### config.mk
export PLATFORM = sky130hd
export DESIGN_NAME = aes_key_expand
export DESIGN_NICKNAME = d
export VERILOG_FILES = /design/src/rtl/aes_key_expand.sv
export SDC_FILE = /design/constraint.sdc
export NUM_CORES = 2
export LEC_CHECK = 0
export CORE_MARGIN = 1.5
export CORE_UTILIZATION = 60
export CTS_BUF_LIST = sky130_fd_sc_hd__clkbuf_8
export DETAILED_ROUTE_END_ITERATION = 16
export PLACE_DENSITY_LB_ADDON = 0.05
export SYNTH_ARGS = -nofsm -noshare
export SYNTH_HDL_FRONTEND = slang
export SYNTH_SLANG_ARGS = --single-unit
### constraint.sdc
create_clock -name clk -period 20 [get_ports clk]
set_clock_uncertainty 0.1 [all_clocks]
set_input_delay 6 -clock clk [delete_from_list [all_inputs] [get_ports clk]]
set_output_delay 6 -clock clk [all_outputs]
set_load 0.03 [all_outputs]
### src/rtl/aes_key_expand.sv
// Iterative AES-128 key schedule: emits round keys 0..NR one per handshake,
// computing each next key on the fly from the registered current key.

// SubBytes over numbytes bytes. The S-box is computed as GF(2^8) inverse
// (x^254, with 0 mapping to 0) followed by the AES affine transform.
module SubBytes #(
  parameter int unsigned numbytes = 16
) (
  input  logic [numbytes*8-1:0] data_in,
  output logic [numbytes*8-1:0] data_out
);

  function automatic logic [7:0] gf_mul(input logic [7:0] a, input logic [7:0] b);
    logic [7:0] p;
    logic [7:0] aa;
    p  = '0;
    aa = a;
    for (int unsigned i = 0; i < 8; i++) begin
      if (b[i]) p = p ^ aa;
      aa = {aa[6:0], 1'b0} ^ (aa[7] ? 8'h1B : 8'h00);
    end
    return p;
  endfunction

  function automatic logic [7:0] sbox(input logic [7:0] x);
    logic [7:0] sq;
    logic [7:0] inv;
    sq  = x;
    inv = 8'h01;
    // x^254 = x^2 * x^4 * ... * x^128
    for (int unsigned i = 1; i < 8; i++) begin
      sq  = gf_mul(sq, sq);
      inv = gf_mul(inv, sq);
    end
    return inv ^ {inv[6:0], inv[7]} ^ {inv[5:0], inv[7:6]}
               ^ {inv[4:0], inv[7:5]} ^ {inv[3:0], inv[7:4]} ^ 8'h63;
  endfunction

  // Byte-wise substitution
  always_comb begin
    data_out = '0;
    for (int unsigned i = 0; i < numbytes; i++) begin
      data_out[i*8 +: 8] = sbox(data_in[i*8 +: 8]);
    end
  end

endmodule

module aes_key_expand #(
  parameter int unsigned NR = 10
) (
  input  logic         clk,
  input  logic         rst,
  input  logic         start,
  input  logic [127:0] key_in,
  input  logic         rk_ready,
  output logic         rk_valid,
  output logic [127:0] round_key,
  output logic [3:0]   round_num,
  output logic         busy,
  output logic         done
);

  typedef enum logic {IDLE, EMIT} state_t;

  localparam logic [3:0] LAST = 4'(NR);

  state_t       state_q, state_d;
  logic [127:0] round_key_q, round_key_d;
  logic [3:0]   round_num_q, round_num_d;
  logic [7:0]   rcon_q, rcon_d;
  logic         done_q, done_d;

  logic         hs;
  logic [31:0]  w0, w1, w2, w3, w4, w5, w6, w7;
  logic [31:0]  rot_w3, sub_w3, t;

  assign hs = (state_q == EMIT) && rk_ready;
  assign {w0, w1, w2, w3} = round_key_q;
  assign rot_w3 = {w3[23:0], w3[31:24]};

  SubBytes #(.numbytes(4)) u_subword (
    .data_in  (rot_w3),
    .data_out (sub_w3)
  );

  // Next round key from the registered current key
  always_comb begin
    t  = sub_w3 ^ {rcon_q, 24'h0};
    w4 = w0 ^ t;
    w5 = w1 ^ w4;
    w6 = w2 ^ w5;
    w7 = w3 ^ w6;
  end

  // State and datapath registers
  always_ff @(posedge clk or posedge rst) begin
    if (rst) begin
      state_q     <= IDLE;
      round_key_q <= '0;
      round_num_q <= '0;
      rcon_q      <= 8'h01;
      done_q      <= 1'b0;
    end else begin
      state_q     <= state_d;
      round_key_q <= round_key_d;
      round_num_q <= round_num_d;
      rcon_q      <= rcon_d;
      done_q      <= done_d;
    end
  end

  // Next-state logic
  always_comb begin
    state_d = state_q;
    case (state_q)
      IDLE:    if (start) state_d = EMIT;
      EMIT:    if (hs && (round_num_q == LAST)) state_d = IDLE;
      default: state_d = IDLE;
    endcase
  end

  // Datapath updates: latch on start, advance on handshake, pulse done after last
  always_comb begin
    round_key_d = round_key_q;
    round_num_d = round_num_q;
    rcon_d      = rcon_q;
    done_d      = 1'b0;
    if (state_q == IDLE) begin
      if (start) begin
        round_key_d = key_in;
        round_num_d = '0;
        rcon_d      = 8'h01;
      end
    end else if (hs) begin
      if (round_num_q == LAST) begin
        done_d = 1'b1;
      end else begin
        round_key_d = {w4, w5, w6, w7};
        round_num_d = round_num_q + 4'd1;
        rcon_d      = {rcon_q[6:0], 1'b0} ^ (rcon_q[7] ? 8'h1B : 8'h00);
      end
    end
  end

  // Outputs are all register-derived; rk_ready never reaches an output combinationally
  always_comb begin
    rk_valid  = (state_q == EMIT);
    busy      = (state_q == EMIT);
    done      = done_q;
    round_key = round_key_q;
    round_num = round_num_q;
  end

endmodule

== Word-level counts from Yosys, hierarchy flattened ==
Cells that the tools add are included.
Storage, ports and cells
  flip-flop bits (word level): 142
  bits of input ports: 132
  output and inout port bits: 135
  word-level logic and storage cells: 1627
Cells by class
  add/sub/neg operators: 1
  equal/unequal tests: 3
  mux-type cells: 831
  bitwise gates (word level): 783
  reductions and logical operators: 4
Operator list (count)
  8-bit XOR: 744
  8-bit two-way mux: 424
  5-bit two-way mux: 369
  128-bit two-way mux: 4
  32-bit XOR: 5
  4-bit two-way mux: 8
  7-bit two-way mux: 4
  1-bit inverter (first input constant): 28
  6-bit two-way mux: 4
  4-bit inverter: 4
  3-bit two-way mux: 4
  1-bit two-way mux: 9
  2-bit two-way mux: 4
  8-bit by 5-bit XOR with 8-bit output: 1
  4-bit by 1-bit adder with 4-bit output (second input constant): 1
  4-bit == test (second input constant): 1
  3-bit AND reduction: 1
  1-bit logical AND: 2
  2-bit by 1-bit != test with 1-bit output (second input constant): 1
  2-bit != test (second input constant): 1
  1-bit case mux with 2 select lines: 1
  2-bit nonzero test: 1
  1-bit inverter: 1

== Longest topological paths before layout ==
  depth after elaboration: 140
  mapped depth: 73
  gate-level depth less buffers: 62

== By module ==
From an unflattened synthesis, not the netlist that was laid out.
Unflattened totals
  cells, all modules: 8744
  area, all modules: 65645.5 um2
By module, submodules not included
  SubBytes: times used 1, cells an instance 7927, area an instance 57337.5 um2, sequential area each 0.0 um2
  aes_key_expand: times used 1, cells an instance 817, area an instance 8308.0 um2, sequential area each 3554.7 um2

== Worst setup path after synthesis ==
No wires, ideal clock.
  kind: reg2reg
  from: register round_key_q[23] (netlist: round_key[23])
  to: register round_key_q[29] (netlist: round_key[29])
  setup time: 0.147 ns
  data arrival time: 16.333 ns
  required time: 19.753 ns
  path slack: 3.420 ns
  stages on the path, launching flop included: 74
  path buffers: 13
  clock period less this slack: 16.580 ns
  path through: dfrtp_1 > ha_1 > clkbuf_1 > and2_1 > xor2_1 > inv_2 > buf_1 > ha_1 > clkbuf_1 > inv_2 > xnor3_1 > mux2i_2 > xnor3_1 > inv_2 > buf_2 > ha_1 > clkbuf_1 > nand2_1 > [38 not listed] > o221a_2 > buf_2 > o2111ai_1 > and4_1 > o21ai_0 > a31oi_1 > o31a_1 > o31ai_1 > xnor2_1 > clkbuf_1 > a21oi_1 > o31ai_1 > xnor3_1 > xnor2_2 > buf_2 > nor3_1 > a2111oi_0 > a311oi_1
Between the ends
  longest elaborated chain between the ends: 137
  elaborated cells on any way between the ends: 394
  classes of those cells: 202 x mux; 192 x bitwise
RTL lines
  start: declaration: RTL line 69  | logic [127:0] round_key_q, round_key_d;
  start signal: assignment: RTL line 106  | round_key_q <= round_key_d;
  5-bit two-way mux / 8-bit two-way mux (equally long branches): RTL line 20, 19
  8-bit XOR, on equally long branches: RTL line 20, 19
  8-bit XOR / 8-bit two-way mux (equally long branches): RTL line 19  | if (b[i]) p = p ^ aa;
  8-bit two-way mux / 8-bit XOR (equally long branches): RTL line 19
  8-bit XOR / 8-bit two-way mux (equally long branches): RTL line 19
  8-bit two-way mux / 8-bit XOR (equally long branches): RTL line 19
  8-bit XOR / 8-bit two-way mux (equally long branches): RTL line 19
  8-bit two-way mux / 8-bit XOR (equally long branches): RTL line 19
  [121 not listed]
  32-bit XOR *: RTL line 89  | t = sub_w3 ^ {rcon_q, 24'h0};
  32-bit XOR *: RTL line 90  | w4 = w0 ^ t;
  32-bit XOR *: RTL line 91  | w5 = w1 ^ w4;
  32-bit XOR *: RTL line 92  | w6 = w2 ^ w5;
  32-bit XOR *: RTL line 93  | w7 = w3 ^ w6;
  128-bit two-way mux *: RTL line 136  | if (round_num_q == LAST) begin
  128-bit two-way mux *: RTL line 135  | end else if (hs) begin
  128-bit two-way mux *: RTL line 129  | if (state_q == IDLE) begin
Every way passes the cells marked *; elsewhere a longest branch is shown, timed or not. The select of a mux whose other input is x is not followed.
A chain may end at the register's enable or synchronous reset.

== Worst setup path in the final report ==
  from: register round_key_q[29] (netlist: round_key[29])
  to: register round_key_q[7] (netlist: round_key[7])
Between the ends
  longest elaborated chain between the ends: 135
  elaborated cells on any way between the ends: 392
  classes of those cells: 201 x mux; 191 x bitwise
RTL lines
  8-bit XOR: RTL line 20  | aa = {aa[6:0], 1'b0} ^ (aa[7] ? 8'h1B : 8'h00);
  8-bit XOR: RTL line 19
  8-bit two-way mux: RTL line 19
  8-bit XOR: RTL line 19
  8-bit two-way mux: RTL line 19
  8-bit XOR: RTL line 19
  8-bit two-way mux: RTL line 19
  8-bit XOR: RTL line 19
  [119 not listed]
  32-bit XOR *: RTL line 89
  32-bit XOR *: RTL line 90
  32-bit XOR *: RTL line 91
  32-bit XOR *: RTL line 92
  32-bit XOR *: RTL line 93
  128-bit two-way mux *: RTL line 136
  128-bit two-way mux *: RTL line 135
  128-bit two-way mux *: RTL line 129
Marks and branches as above.

==> impl_results.md <==
- First-pass detailed-route iteration total: 8
- CP max-delay cell: dfrtp_1
- Top-count cell post-synth: xnor2_1
- Area leader, netlist: xnor2_1
- Initial core utilization: 60.5%
- Yosys cell types: 108
- Fraction of registers with async set/reset: 100%
- Final HPWL DP: 152,000 um
- Final hold vios: 0
- Hold Path End: rcon_q[0]
- Synth top area cells: xnor2_1 23%, xnor3_1 9.8%, xor2_1 6.8%
- Worst-path clk slew: 150 ps
- HP Class: flip-flop to flip-flop
- WL/cell: 20.6 um
- Drt total wl: 206,000 um
- DRC: 0
- YS warnings: 0
- R2R Setup Slk: 1240 ps
- Min Tclk post-route: 18,760 ps
- Total grt overflow: 0
- Worst slew pin tran: 1340 ps
- Synth top area share: 23.5%
- Nets@finish: 8,751
- Die height: 326 um
- Final setup viols: 0
- Synth cell count leaders: 1,679 x xnor2_1, 1,128 x nor2_1, 947 x nand2_1
- Avg Inst Size Synth: 7.27 um^2
- Synthesis-to-finish area growth: 8.18%
- GPL Wtd Cong: 0.986
- CTS tree: done
- Met2 Use GR: 58.4%
- Number of CTS-inserted buffers: 17
- Pin count of the biggest net entering global routing: 84
- Global-route met3 utilization: 4.84%
- H-tree Lvls: 4
- Max incr delay on CP: 830 ps
- Fill cell count: 9,347
- Hold path depth: 2
- Clock sink total: 142
- Critical Path Start Type: flip-flop
- WS Path Type: flip-flop to flip-flop
- CTS Buffer Depth: 2
- Rows: 118
- ANT nets after route: 0
- Critical path peak fanout: 22
- RR Startpoint: round_key[29]
- Unrepaired setup endpoints after global routing: no
- Vias per cell: 6.24
- DRT iter0 DRCs: 6,949
- Sequential-to-total area share from yosys stat: 5.68%
- Post-synth EDFFs: 0
- Fraction of layout cells with a size suffix above 1: 7.80%
- Met1 usage: 52.6%
- Slew Limit Fails: 0
- Mapped cell area: 62,600 um^2
- Most frequent CP cell: xnor2_1
- Total negative slack: 0 ps
- Max-Slew Margin vs Limit: 10.3%
- Crit. End Element: flip-flop
- Mapped Cells: 8,609
- Clock latency on the worst-skew pair: 610 ps
- Status: complete, no violations
- Hold_buf cts: 0
- Core area: 103,000 um^2
- WHS: 437 ps
- I/O Pins: 267
- Initial antenna violation count: 9
- First-pass GRT wire length: 324,000 um
- Busiest metal layer after global routing: met2
- Worst EP arrival: 19,150 ps
- RR Endpoint: round_key[7]
- Vias in the first global route: 56,663
- Root Buffer: clkbuf_8
- Seq cells post-synth: 142
- Final Cycle Share: 93.8%
- Path depth of the worst reg2reg path: 58
- Ys flop type: dfrtp_1
- Syn Nets: 8,762
- HP Start: rcon_q[0]
- Vias: 62,403
- WP data required: 20,380 ps
- Max Cap Violations: 0
- DIE AREA: 106,000 um^2
- Port bufs: 266
- Die W: 326 um
- Total GRT Usage: 37.2%
- Maximum clock rate: 53.3 MHz
## worst max path at each step
stage / start / end / slack (ps)
after floorplan: round_key[23] / round_key[29] / 3420
after global placement: round_key[15] / round_key[23] / 1310
after detailed placement: round_key[15] / round_key[23] / 900
after CTS: round_key[15] / round_key[23] / 800
after global routing: round_key[26] / round_key[7] / 7
final: round_key[29] / round_key[7] / 1240
## layout make-up
type | count | area, um^2 | area share [%]
tap | 1380 | 1730 | 2.55
clock buffer | 17 | 234 | 0.346
sequential | 142 | 3560 | 5.26
timing repair inverter | 1 | 5.00 | 0.00739
multi-input combinational | 7721 | 56500 | 83.4
inverter | 138 | 529 | 0.782
clock inverter | 15 | 151 | 0.224
timing repair buffer | 577 | 5000 | 7.38
antenna | 7 | 17.5 | 0.0259
## flip-flops by register name, summed over array words and instances, names as in the netlist
signal / count
rcon_q: 8
busy: 1
round_key: 128
round_num: 4
done: 1
## critical path: cells and delay by family (launching register included)
family                     cells  cell delay (ps)
and+or+nand+nor               12             2550
buffers and inverters          7             2110
DFF                            1              830
xor gates and xnor gates      31            10840
adders and majority gates      1              640
muxes                          1              350
AOI/OAI and AO/OA              6             1180
## cell families (layout without fill, tap and decap cells)
group / after synthesis / in the layout / share of synthesized area [%]
and+or+nand+nor: 2905 / 2905 / 20.0
xor gates and xnor gates: 2599 / 2599 / 45.1
AOI/OAI and AO/OA: 1936 / 1936 / 19.6
buffers and inverters: 746 / 748 / 4.95
muxes: 257 / 257 / 4.21
DFF: 142 / 142 / 5.68
adders and majority gates: 24 / 24 / 0.468
other: 0 / 7 / 0
## layout by cell type (no fill, tap or decap), types with 21 or more instances in the layout
cell / synthesis / final
buf_4: 38 / 311
a21oi_1: 523 / 523
nand2b_1: 70 / 70
a21o_1: 31 / 31
nor4_1: 23 / 23
xnor3_1: 271 / 271
nor3_1: 201 / 201
a211oi_1: 78 / 78
or2_2: 30 / 30
nor2_1: 1128 / 1126
a31oi_1: 68 / 68
o31ai_1: 35 / 35
a221oi_1: 32 / 32
xnor2_1: 1679 / 1636
and2_1: 57 / 57
nor2b_1: 49 / 48
o22ai_1: 140 / 140
o21ai_1: 30 / 30
inv_1: 119 / 116
a22oi_1: 70 / 70
ha_1: 21 / 21
nand3_1: 251 / 250
clkdlybuf4s50_1: 0 / 266
or3_1: 36 / 36
o211ai_1: 64 / 64
xor3_1: 36 / 36
o311ai_0: 21 / 21
nand2_1: 947 / 945
o21a_1: 35 / 35
dfrtp_1: 141 / 138
mux2_2: 48 / 48
and3_1: 32 / 32
xor2_2: 25 / 41
mux2i_1: 208 / 208
xnor2_2: 77 / 116
o221ai_1: 34 / 33
o21ai_0: 504 / 504
xor2_1: 485 / 468
## metal layers
metal | wire length [um] | up-vias
met1 | 89500 | 29562
li1 | - | 29568
met2 | 92300 | 2888
met5 | 13 | -
met4 | 6600 | 2
met3 | 17700 | 383
## repair_timing
action | 4_1_cts | 5_1_grt
setup buffers | 0 | 0
hold endpoints to repair | 0 | 0
endpoints found under the setup margin | 0 | 41
gates resized for setup | 0 | 10
## metrics by stage
| step | utilization [%] | instance area, um^2 | cells | worst slack (ps) |
|---|---|---|---|---|
| after floorplan | - | 62600 | 8609 | 3420 |
| after global placement | 65.0 | 67200 | 9958 | 1310 |
| after detailed placement | 65.0 | 67200 | 9958 | 897 |
| after CTS | 65.3 | 67600 | 9990 | 802 |
| after global routing | 65.4 | 67700 | 9998 | 6.87 |
| final | 65.4 | 67700 | 9998 | 1240 |
Power is left out: the tool's default activity adds up to more than one toggle a clock period on the data nets, which glitch-free logic cannot reach.
